### config.mk
export PLATFORM = sky130hd
export DESIGN_NAME = execute_mdu
export DESIGN_NICKNAME = d
export VERILOG_FILES = /design/src/rtl/execute_mdu.sv
export SDC_FILE = /design/constraint.sdc
export NUM_CORES = 2
export LEC_CHECK = 0
export BUFFER_PORTS_ARGS = -buffer_cell sky130_fd_sc_hd__buf_2
export CAP_MARGIN = 15
export CORE_UTILIZATION = 45
export CTS_CLUSTER_SIZE = 20
export DETAILED_ROUTE_END_ITERATION = 10
export GPL_TIMING_DRIVEN = 0
export HOLD_SLACK_MARGIN = 0.12
export SLEW_MARGIN = 20
export SYNTH_ARGS = -nofsm -noshare
export SYNTH_HDL_FRONTEND = slang
export SYNTH_SLANG_ARGS = --single-unit
### constraint.sdc
create_clock -name clk -period 11.5 [get_ports clk]
set_input_delay 0 -clock clk [delete_from_list [all_inputs] [get_ports clk]]
set_output_delay 0 -clock clk [all_outputs]
set_load 0.05 [all_outputs]
### src/rtl/execute_mdu.sv
// rtl/execute_mdu.sv - RV32 execute stage: registered ALU/branch/PC-target paths plus iterative RV32M unit
// Optional EXECUTE_MDU_EARLY_OUT_EN: divide-by-zero and signed-overflow divides retire in one cycle.
module execute_mdu #(
    parameter int DATA_WIDTH    = 32,
    parameter int BRANCH_TYPE_W = 3
) (
    input  logic                     clk,
    input  logic                     rst,
    input  logic                     flush,
    input  logic                     in_valid,
    output logic                     in_ready,
    input  logic                     is_m,
    input  logic [2:0]               m_funct3,
    input  logic [3:0]               alu_control,
    input  logic                     ALUSrcA,
    input  logic                     ALUSrcB,
    input  logic                     PCTargetSrc,
    input  logic                     Branch,
    input  logic [BRANCH_TYPE_W-1:0] branchType,
    input  logic [DATA_WIDTH-1:0]    PC,
    input  logic [DATA_WIDTH-1:0]    rs1,
    input  logic [DATA_WIDTH-1:0]    rs2,
    input  logic [DATA_WIDTH-1:0]    imm_ext,
    output logic                     out_valid,
    output logic [DATA_WIDTH-1:0]    ALUResult,
    output logic [DATA_WIDTH-1:0]    PCTarget,
    output logic                     branch_taken,
    output logic                     busy
);
    localparam int W  = DATA_WIDTH;
    localparam int CW = $clog2(DATA_WIDTH);

    typedef enum logic [1:0] {IDLE, ITER, FIX} state_t;
    state_t state, state_next;

    logic [CW-1:0]  cnt;
    logic [2*W-1:0] acc;
    logic [W-1:0]   opb;
    logic [2:0]     f3;
    logic           neg;
    logic           accept;

    assign in_ready = (state == IDLE);
    assign busy     = ~in_ready;
    assign accept   = in_valid & in_ready & ~flush;

    logic [W-1:0]  op1, op2, alu_res, pc_target, pc_imm;
    logic [CW-1:0] shamt;
    always_comb begin
        op1   = ALUSrcA ? PC : rs1;
        op2   = ALUSrcB ? imm_ext : rs2;
        shamt = op2[CW-1:0];
        case (alu_control)
            4'd0:    alu_res = op1 + op2;
            4'd1:    alu_res = op1 - op2;
            4'd2:    alu_res = op1 & op2;
            4'd3:    alu_res = op1 | op2;
            4'd4:    alu_res = op1 ^ op2;
            4'd5:    alu_res = {{(W-1){1'b0}}, $signed(op1) < $signed(op2)};
            4'd6:    alu_res = {{(W-1){1'b0}}, op1 < op2};
            4'd7:    alu_res = op1 << shamt;
            4'd8:    alu_res = op1 >> shamt;
            4'd9:    alu_res = $signed(op1) >>> shamt;
            4'd10:   alu_res = op2;
            default: alu_res = '0;
        endcase
        pc_target = (PCTargetSrc ? rs1 : PC) + imm_ext;
        pc_imm    = PC + imm_ext;
    end

    logic cond, taken;
    always_comb begin
        case (branchType)
            BRANCH_TYPE_W'(0): cond = (rs1 == rs2);
            BRANCH_TYPE_W'(1): cond = (rs1 != rs2);
            BRANCH_TYPE_W'(4): cond = ($signed(rs1) < $signed(rs2));
            BRANCH_TYPE_W'(5): cond = ($signed(rs1) >= $signed(rs2));
            BRANCH_TYPE_W'(6): cond = (rs1 < rs2);
            BRANCH_TYPE_W'(7): cond = (rs1 >= rs2);
            default:           cond = 1'b0;
        endcase
        taken = Branch & cond;
    end

    // Work on magnitudes; neg_in records whether the selected result must be negated in FIX.
    logic         sgn_a, sgn_b, sa, sb, neg_in;
    logic [W-1:0] abs_a, abs_b;
    always_comb begin
        sgn_a = (m_funct3 == 3'b001) | (m_funct3 == 3'b010) | (m_funct3 == 3'b100) | (m_funct3 == 3'b110);
        sgn_b = (m_funct3 == 3'b001) | (m_funct3 == 3'b100) | (m_funct3 == 3'b110);
        sa    = sgn_a & rs1[W-1];
        sb    = sgn_b & rs2[W-1];
        abs_a = sa ? -rs1 : rs1;
        abs_b = sb ? -rs2 : rs2;
        if (!m_funct3[2])     neg_in = sa ^ sb;
        else if (m_funct3[1]) neg_in = sa;
        else                  neg_in = (sa ^ sb) & (rs2 != '0);
    end

    logic         early;
    logic [W-1:0] early_res;
`ifdef EXECUTE_MDU_EARLY_OUT_EN
    always_comb begin
        early     = 1'b0;
        early_res = '0;
        if (is_m && m_funct3[2]) begin
            if (rs2 == '0) begin
                early     = 1'b1;
                early_res = m_funct3[1] ? rs1 : '1;
            end else if (!m_funct3[0] && rs1 == {1'b1, {(W-1){1'b0}}} && rs2 == '1) begin
                early     = 1'b1;
                early_res = m_funct3[1] ? '0 : rs1;
            end
        end
    end
`else
    assign early     = 1'b0;
    assign early_res = '0;
`endif

    // acc holds {partial, multiplier} for multiply and {remainder, quotient} for divide.
    logic [W:0]     mul_sum, div_diff;
    logic [2*W-1:0] acc_step, prod;
    logic [W-1:0]   div_sel, fix_res;
    always_comb begin
        mul_sum  = {1'b0, acc[2*W-1:W]} + {1'b0, (acc[0] ? opb : {W{1'b0}})};
        div_diff = acc[2*W-1:W-1] - {1'b0, opb};
        if (f3[2])
            acc_step = div_diff[W] ? {acc[2*W-2:0], 1'b0} : {div_diff[W-1:0], acc[W-2:0], 1'b1};
        else
            acc_step = {mul_sum, acc[W-1:1]};
        prod    = neg ? -acc : acc;
        div_sel = f3[1] ? acc[2*W-1:W] : acc[W-1:0];
        if (f3[2])                 fix_res = neg ? -div_sel : div_sel;
        else if (f3[1:0] == 2'b00) fix_res = prod[W-1:0];
        else                       fix_res = prod[2*W-1:W];
    end

    always_comb begin
        state_next = state;
        case (state)
            IDLE:    if (accept && is_m && !early) state_next = ITER;
            ITER:    if (cnt == '0) state_next = FIX;
            FIX:     state_next = IDLE;
            default: state_next = IDLE;
        endcase
        if (flush && state != IDLE) state_next = IDLE;
    end

    always_ff @(posedge clk) begin
        if (rst) state <= IDLE;
        else     state <= state_next;
    end

    always_ff @(posedge clk) begin
        if (rst) begin
            out_valid    <= 1'b0;
            ALUResult    <= '0;
            PCTarget     <= '0;
            branch_taken <= 1'b0;
            cnt          <= '0;
            acc          <= '0;
            opb          <= '0;
            f3           <= '0;
            neg          <= 1'b0;
        end else begin
            out_valid <= 1'b0;
            if (accept && !is_m) begin
                ALUResult    <= alu_res;
                PCTarget     <= pc_target;
                branch_taken <= taken;
                out_valid    <= 1'b1;
            end else if (accept) begin
                PCTarget     <= pc_imm;
                branch_taken <= 1'b0;
                if (early) begin
                    ALUResult <= early_res;
                    out_valid <= 1'b1;
                end else begin
                    acc <= {{W{1'b0}}, (m_funct3[2] ? abs_a : abs_b)};
                    opb <= m_funct3[2] ? abs_b : abs_a;
                    f3  <= m_funct3;
                    neg <= neg_in;
                    cnt <= CW'(W-1);
                end
            end else if (state == ITER && !flush) begin
                acc <= acc_step;
                cnt <= cnt - 1'b1;
            end else if (state == FIX && !flush) begin
                ALUResult <= fix_res;
                out_valid <= 1'b1;
            end
        end
    end
endmodule

# After elaboration in Yosys (flattened, before gate mapping)
# Cells that the tools add are included.
# classes
addsub,11
order_cmp,6
n_eq_ne,27
shift,3
mux,38
n_bitwise,18
n_reduce_logical,22
# op_table
cell,count
$mux W32,18
$pmux W32 S11,1
$mux W64,5
$lt A32 B32 Y1,4
$add A32 B32 Y32,3
$neg A32 Y32,3
$ge A32 B32 Y1,2
$neg A64 Y64,1
$add A32 B32 Y33,1
$sub A33 B32 Y33,1
$and A32 B32 Y32,1
$eq A32 B32 Y1,1
$ne A32 B32 Y1,1
$or A32 B32 Y32,1
$reduce_bool A32 Y1,1
$shl A32 B5 Y32,1
$shr A32 B5 Y32,1
$sshr A32 B5 Y32,1
$sub A32 B32 Y32,1
$xor A32 B32 Y32,1
$eq A3 B3 Y1 const B,6
$eq A4 B3 Y1 const B,4
$eq A4 B4 Y1 const B,3
$mux W5,2
27 further kinds,61
# totals
register_bits,173
output_inout_bits,68

# Logic depth before layout (Yosys ltp)
# logic_depth
depth_word,9
depth_mapped,18

# Least setup slack after synthesis
# Ideal clock, no wire load.
# synth_timing
path_type,reg-to-reg
from,register state[0]
to,register PCTarget[28]
setup_ns,0.122
t_arrival_ns,5.170
path_slack_ns,6.208
path_stages_with_launch,19
synth_period_minus_slack_ns,5.292
path_cell_list,dfxtp_1 -> nor2_1 -> nand3_1 -> nor2_1 -> and2_1 -> clkbuf_1 -> clkbuf_1 -> mux2_2 -> ha_1 -> a2111oi_0 -> a21boi_0 -> nor4_1 -> o21ai_0 -> a21oi_1 -> o211ai_1 -> a21oi_1 -> o41ai_1 -> nor4_1 -> a311o_1
# synth_between
elab_chain_cells,5
elab_cells_between_ends,6
# synth_lines
item,line,rtl
from (decl),34,"state_t state, state_next;"
from (signal assigned),152,else state <= state_next;
$logic_not A2 Y1 (*),43,assign in_ready = (state == IDLE);
named net in_ready,11,"output logic in_ready,"
$and A1 B1 Y1 (*) (2 in series),45,assign accept = in_valid & in_ready & ~flush;
$logic_and A1 B1 Y1,168,if (accept && !is_m) begin
$mux W32 / $reduce_bool A2 Y1 (equally long branches),-,
to (signal assigned),170,PCTarget <= pc_target;
to (signal assigned),174,PCTarget <= pc_imm;
to (decl),26,"output logic [DATA_WIDTH-1:0] PCTarget,"
# The timed path passes the listed nets; every way through them passes the cells marked *.
# A chain may end at the register's enable or synchronous reset.

# Worst setup path after layout
# layout_timing
from,register state[1]
to,register PCTarget[28]
# layout_between
elab_chain_cells,5
elab_cells_between_ends,6
# layout_lines
item,line
$logic_not A2 Y1 (*),43
$and A1 B1 Y1 (*) (2 in series),45
$logic_and A1 B1 Y1,168
$mux W32 / $reduce_bool A2 Y1 (equally long branches),-
# Mark *: on every way between the ends. The rest lies on a longest branch, timed or not.

==> qor.yml <==
fin_skew_ns: 0.0307
cp_cell_sequence: "nor2_1 -> nand3_1 -> nor2_2 -> and2_1 -> clkbuf_1 -> clkbuf_1 -> mux2_2 -> ha_1 -> a2111oi_0 -> a21boi_0 -> nor4_1 -> o21ai_0 -> a21oi_1 -> o211ai_1 -> a21oi_1 -> o41ai_1 -> nor4_1 -> a311o_1"
nNetsFinal: 4706
cpLargestDelayFamily: "compound AO/OA/AOI/OAI gates"
clock.fmax_mhz: 138
antenna_found_initial: 17
grt_max_degree: 18
p_int_uw: 1470
maxCapViolations: 0
syn_avg_cell_area_um2: 6.94
startpoint_type: "register"
clock_power_share_pct: 22.4
initial_core_util_pct: 45.5
synth_fp_nets: 4439
hold_violations: 0
seqPwrFrac_pct: 21.9
htreeDepth: 4
final_common_cell: "nand2_1"
area_delta_synth_final_pct: 11.3
cp_data_required_time_ns: 11.89
preCtsSetupSlack_ns: 4.39
drtAntennaViolNets: 0
cts_tree: "yes"
worst_path_largest_cell_delay_ns: 0.89
fin_crit_sh_pct: 63.0
insertion_delay_ns: 0.52
path_max_fanout: 10
peakVddDrop_mv: 0.121
rsz0062_at_grt: "false"
path_class: "register to register"
netlist_instances: 4050
report.final.slew_viol_count: 0
clock_path_buffers: 2
dr.pass1.iters: 7
slowest_stage: "nor2_2"
wl_per_cell_um: 30.7
worst_slew_pin_slew_ns: 1.34
num_rows: 91
ys_types: 86
drt_wl_total_um: 159000
core_area_um2: 61700
endpoint_kind: "register"
cp.arrival_ns: 7.64
swShare_pct: 50.2
status: "finished, final reports clean"
path_buf_inv: 2
die_area_um2: 63500
setup_viol: 0
num_vias: 35271
yosysWarnings: 0
grt_pass1_vias: 32099
fin_crit_ns: 7.25
drt_iter0_drc: 5124
cts_sinks: 173
hpwl_um: 127000
power.switching_uw: 1490
synth_edf_count: 0
hp-class: "primary input to register"
cts_resized: 0
portBuffers: 212
synth_ff_type: "dfxtp_1"
die-width_um: 252
leakage_uw: 0.0130
critical_path.startpoint: "state[1]"
via_per_inst: 6.82
gr-usage-all-layers_pct: 48.3
finalPower_uw: 2960
grt_pass1_wl_um: 225000
drcViolationCount: 0
pin_count: 215
powerDensity_nw_per_um2: 94.6
worstHoldStart: "imm_ext[10]"
ys_ff_latch: 173
clk_pin_slew_ns: 0.08
place.gp.congestion: 1.09
synth_area_um2: 28100
async_reset_ff_share_pct: 0
post_cts_buffers: 0
final_cell_mix: "nand2_1, a21oi_1, nor2_1, o21ai_0, mux2i_1"
die_h_um: 252
clockRootBuffer: "clkbuf_16"
fin_tns_setup_ns: 0
layout-drive-gt1-share_pct: 8.66
overflow: 0
ys_seq_area_share_pct: 12.3
numCtsBuffers: 17
layout_setup_ws_ns: 4.25
nFillCells: 6471
combPwrFrac_pct: 55.7
maxSlewHeadroom_pct: 11.0
r2r_start: "state[1]"
-- stage by stage --
| stage | utilization (%) | area, um^2 | cells | hold slack [ns] |
|---|---|---|---|---|
| 2_1_floorplan | - | 28100 | 4050 | 0.104 |
| 3_3_place_gp | 49.0 | 30200 | 5099 | 0.226 |
| 3_5_place_dp | 49.1 | 30300 | 5103 | 0.221 |
| 4_1_cts | 50.6 | 31300 | 5167 | 0.121 |
| 5_1_grt | 50.7 | 31300 | 5169 | 0.163 |
| 6_report | 50.7 | 31300 | 5172 | 0.144 |
-- Yosys cell counts, drive strengths merged, types with 21 or more instances --
| cell | instances | area, um^2 |
|---|---|---|
| xor2 | 74 | 648 |
| o211ai | 81 | 608 |
| or3 | 26 | 163 |
| a21o | 76 | 571 |
| nor2b | 25 | 156 |
| nor4 | 44 | 297 |
| a211oi | 77 | 578 |
| o31ai | 34 | 260 |
| nor3 | 116 | 581 |
| nand2 | 443 | 1660 |
| mux2 | 46 | 518 |
| o22ai | 41 | 257 |
| nand2b | 36 | 225 |
| a31oi | 56 | 350 |
| a22oi | 40 | 300 |
| o21bai | 21 | 158 |
| nor2 | 357 | 1340 |
| inv | 195 | 732 |
| and3 | 32 | 200 |
| dfxtp | 173 | 3460 |
| a21oi | 360 | 1800 |
| xnor2 | 158 | 1380 |
| o221ai | 21 | 184 |
| a221oi | 39 | 342 |
| o21ai | 285 | 1430 |
| clkbuf | 227 | 852 |
| ha | 237 | 2970 |
| nand3 | 80 | 400 |
| mux2i | 280 | 2800 |
| nand4 | 36 | 225 |
| buf | 66 | 293 |
-- tightest hold or removal path, cell delays in order --
cell and delay, ns:
buf_2 0.14, ha_1 0.20, xnor2_1 0.11, nand2_1 0.09, a21oi_1 0.06
-- routing by layer --
layer | routed length, um | up-vias | GRT usage [%]
met2 | 66700 | 2574 | 72.7
met4 | 14700 | 26 | 37.8
met5 | 172 | - | 0.154
met1 | 59100 | 16522 | 57.9
li1 | - | 15418 | -
met3 | 18400 | 731 | 13.1
-- state kept, by name, summed over array words and instances, names as in the netlist --
name,cells
f3,3
ALUResult,32
out_valid,1
opb,32
neg,1
cnt,5
PCTarget,32
branch_taken,1
acc,64
state,2
-- power by group through the flow --
stage	logic [uW]	registers, uW	clock network, uW
after global routing	1710	649	676
after global placement	1550	659	0
after detailed placement	1550	660	0
after floorplan	954	700	0
final	1650	647	663
after CTS	1560	646	658
-- path summary, 6_finish.rpt --
kind	depth (start not counted)	slack, ns	end
setup / recovery	18	4.25	PCTarget[28]
hold / removal	5	0.14	PCTarget[10]
setup reg to reg	18	4.25	PCTarget[28]
hold reg to reg	2	0.45	PCTarget[10]
-- timing repair --
action,in CTS,in global routing
endpoints found under the setup margin,0,0
hold buffers,32,0
endpoints found under the hold margin,32,0
-- cell type report --
cell class                 count  area (um^2)  share of cell area, %
multi-input combinational   3388        22900                   73.0
sequential                   173         3460                   11.1
timing repair buffer         248         1420                   4.54
buffer                       293         1140                   3.66
tap                          837         1050                   3.35
inverter                     196          736                   2.35
clock buffer                  18          439                   1.40
clock inverter                14          175                  0.560
antenna                        5         12.5                 0.0400
-- kinds of logic (layout without fill, tap and decap cells) --
kind of cell / count (synthesis) / count (layout) / share of synthesized area [%]
XOR/XNOR: 232 / 232 / 7.23
AO/OA/AOI/OAI: 1310 / 1310 / 30.0
AND/OR/NAND/NOR: 1275 / 1275 / 20.8
adder cells (fa/ha/maj): 242 / 242 / 10.9
buffers and inverters: 489 / 769 / 6.69
multiplexers: 329 / 329 / 12.1
other: 0 / 5 / 0
flip-flops: 173 / 173 / 12.3
No activity file was read; power rests on OpenSTA's default activity.
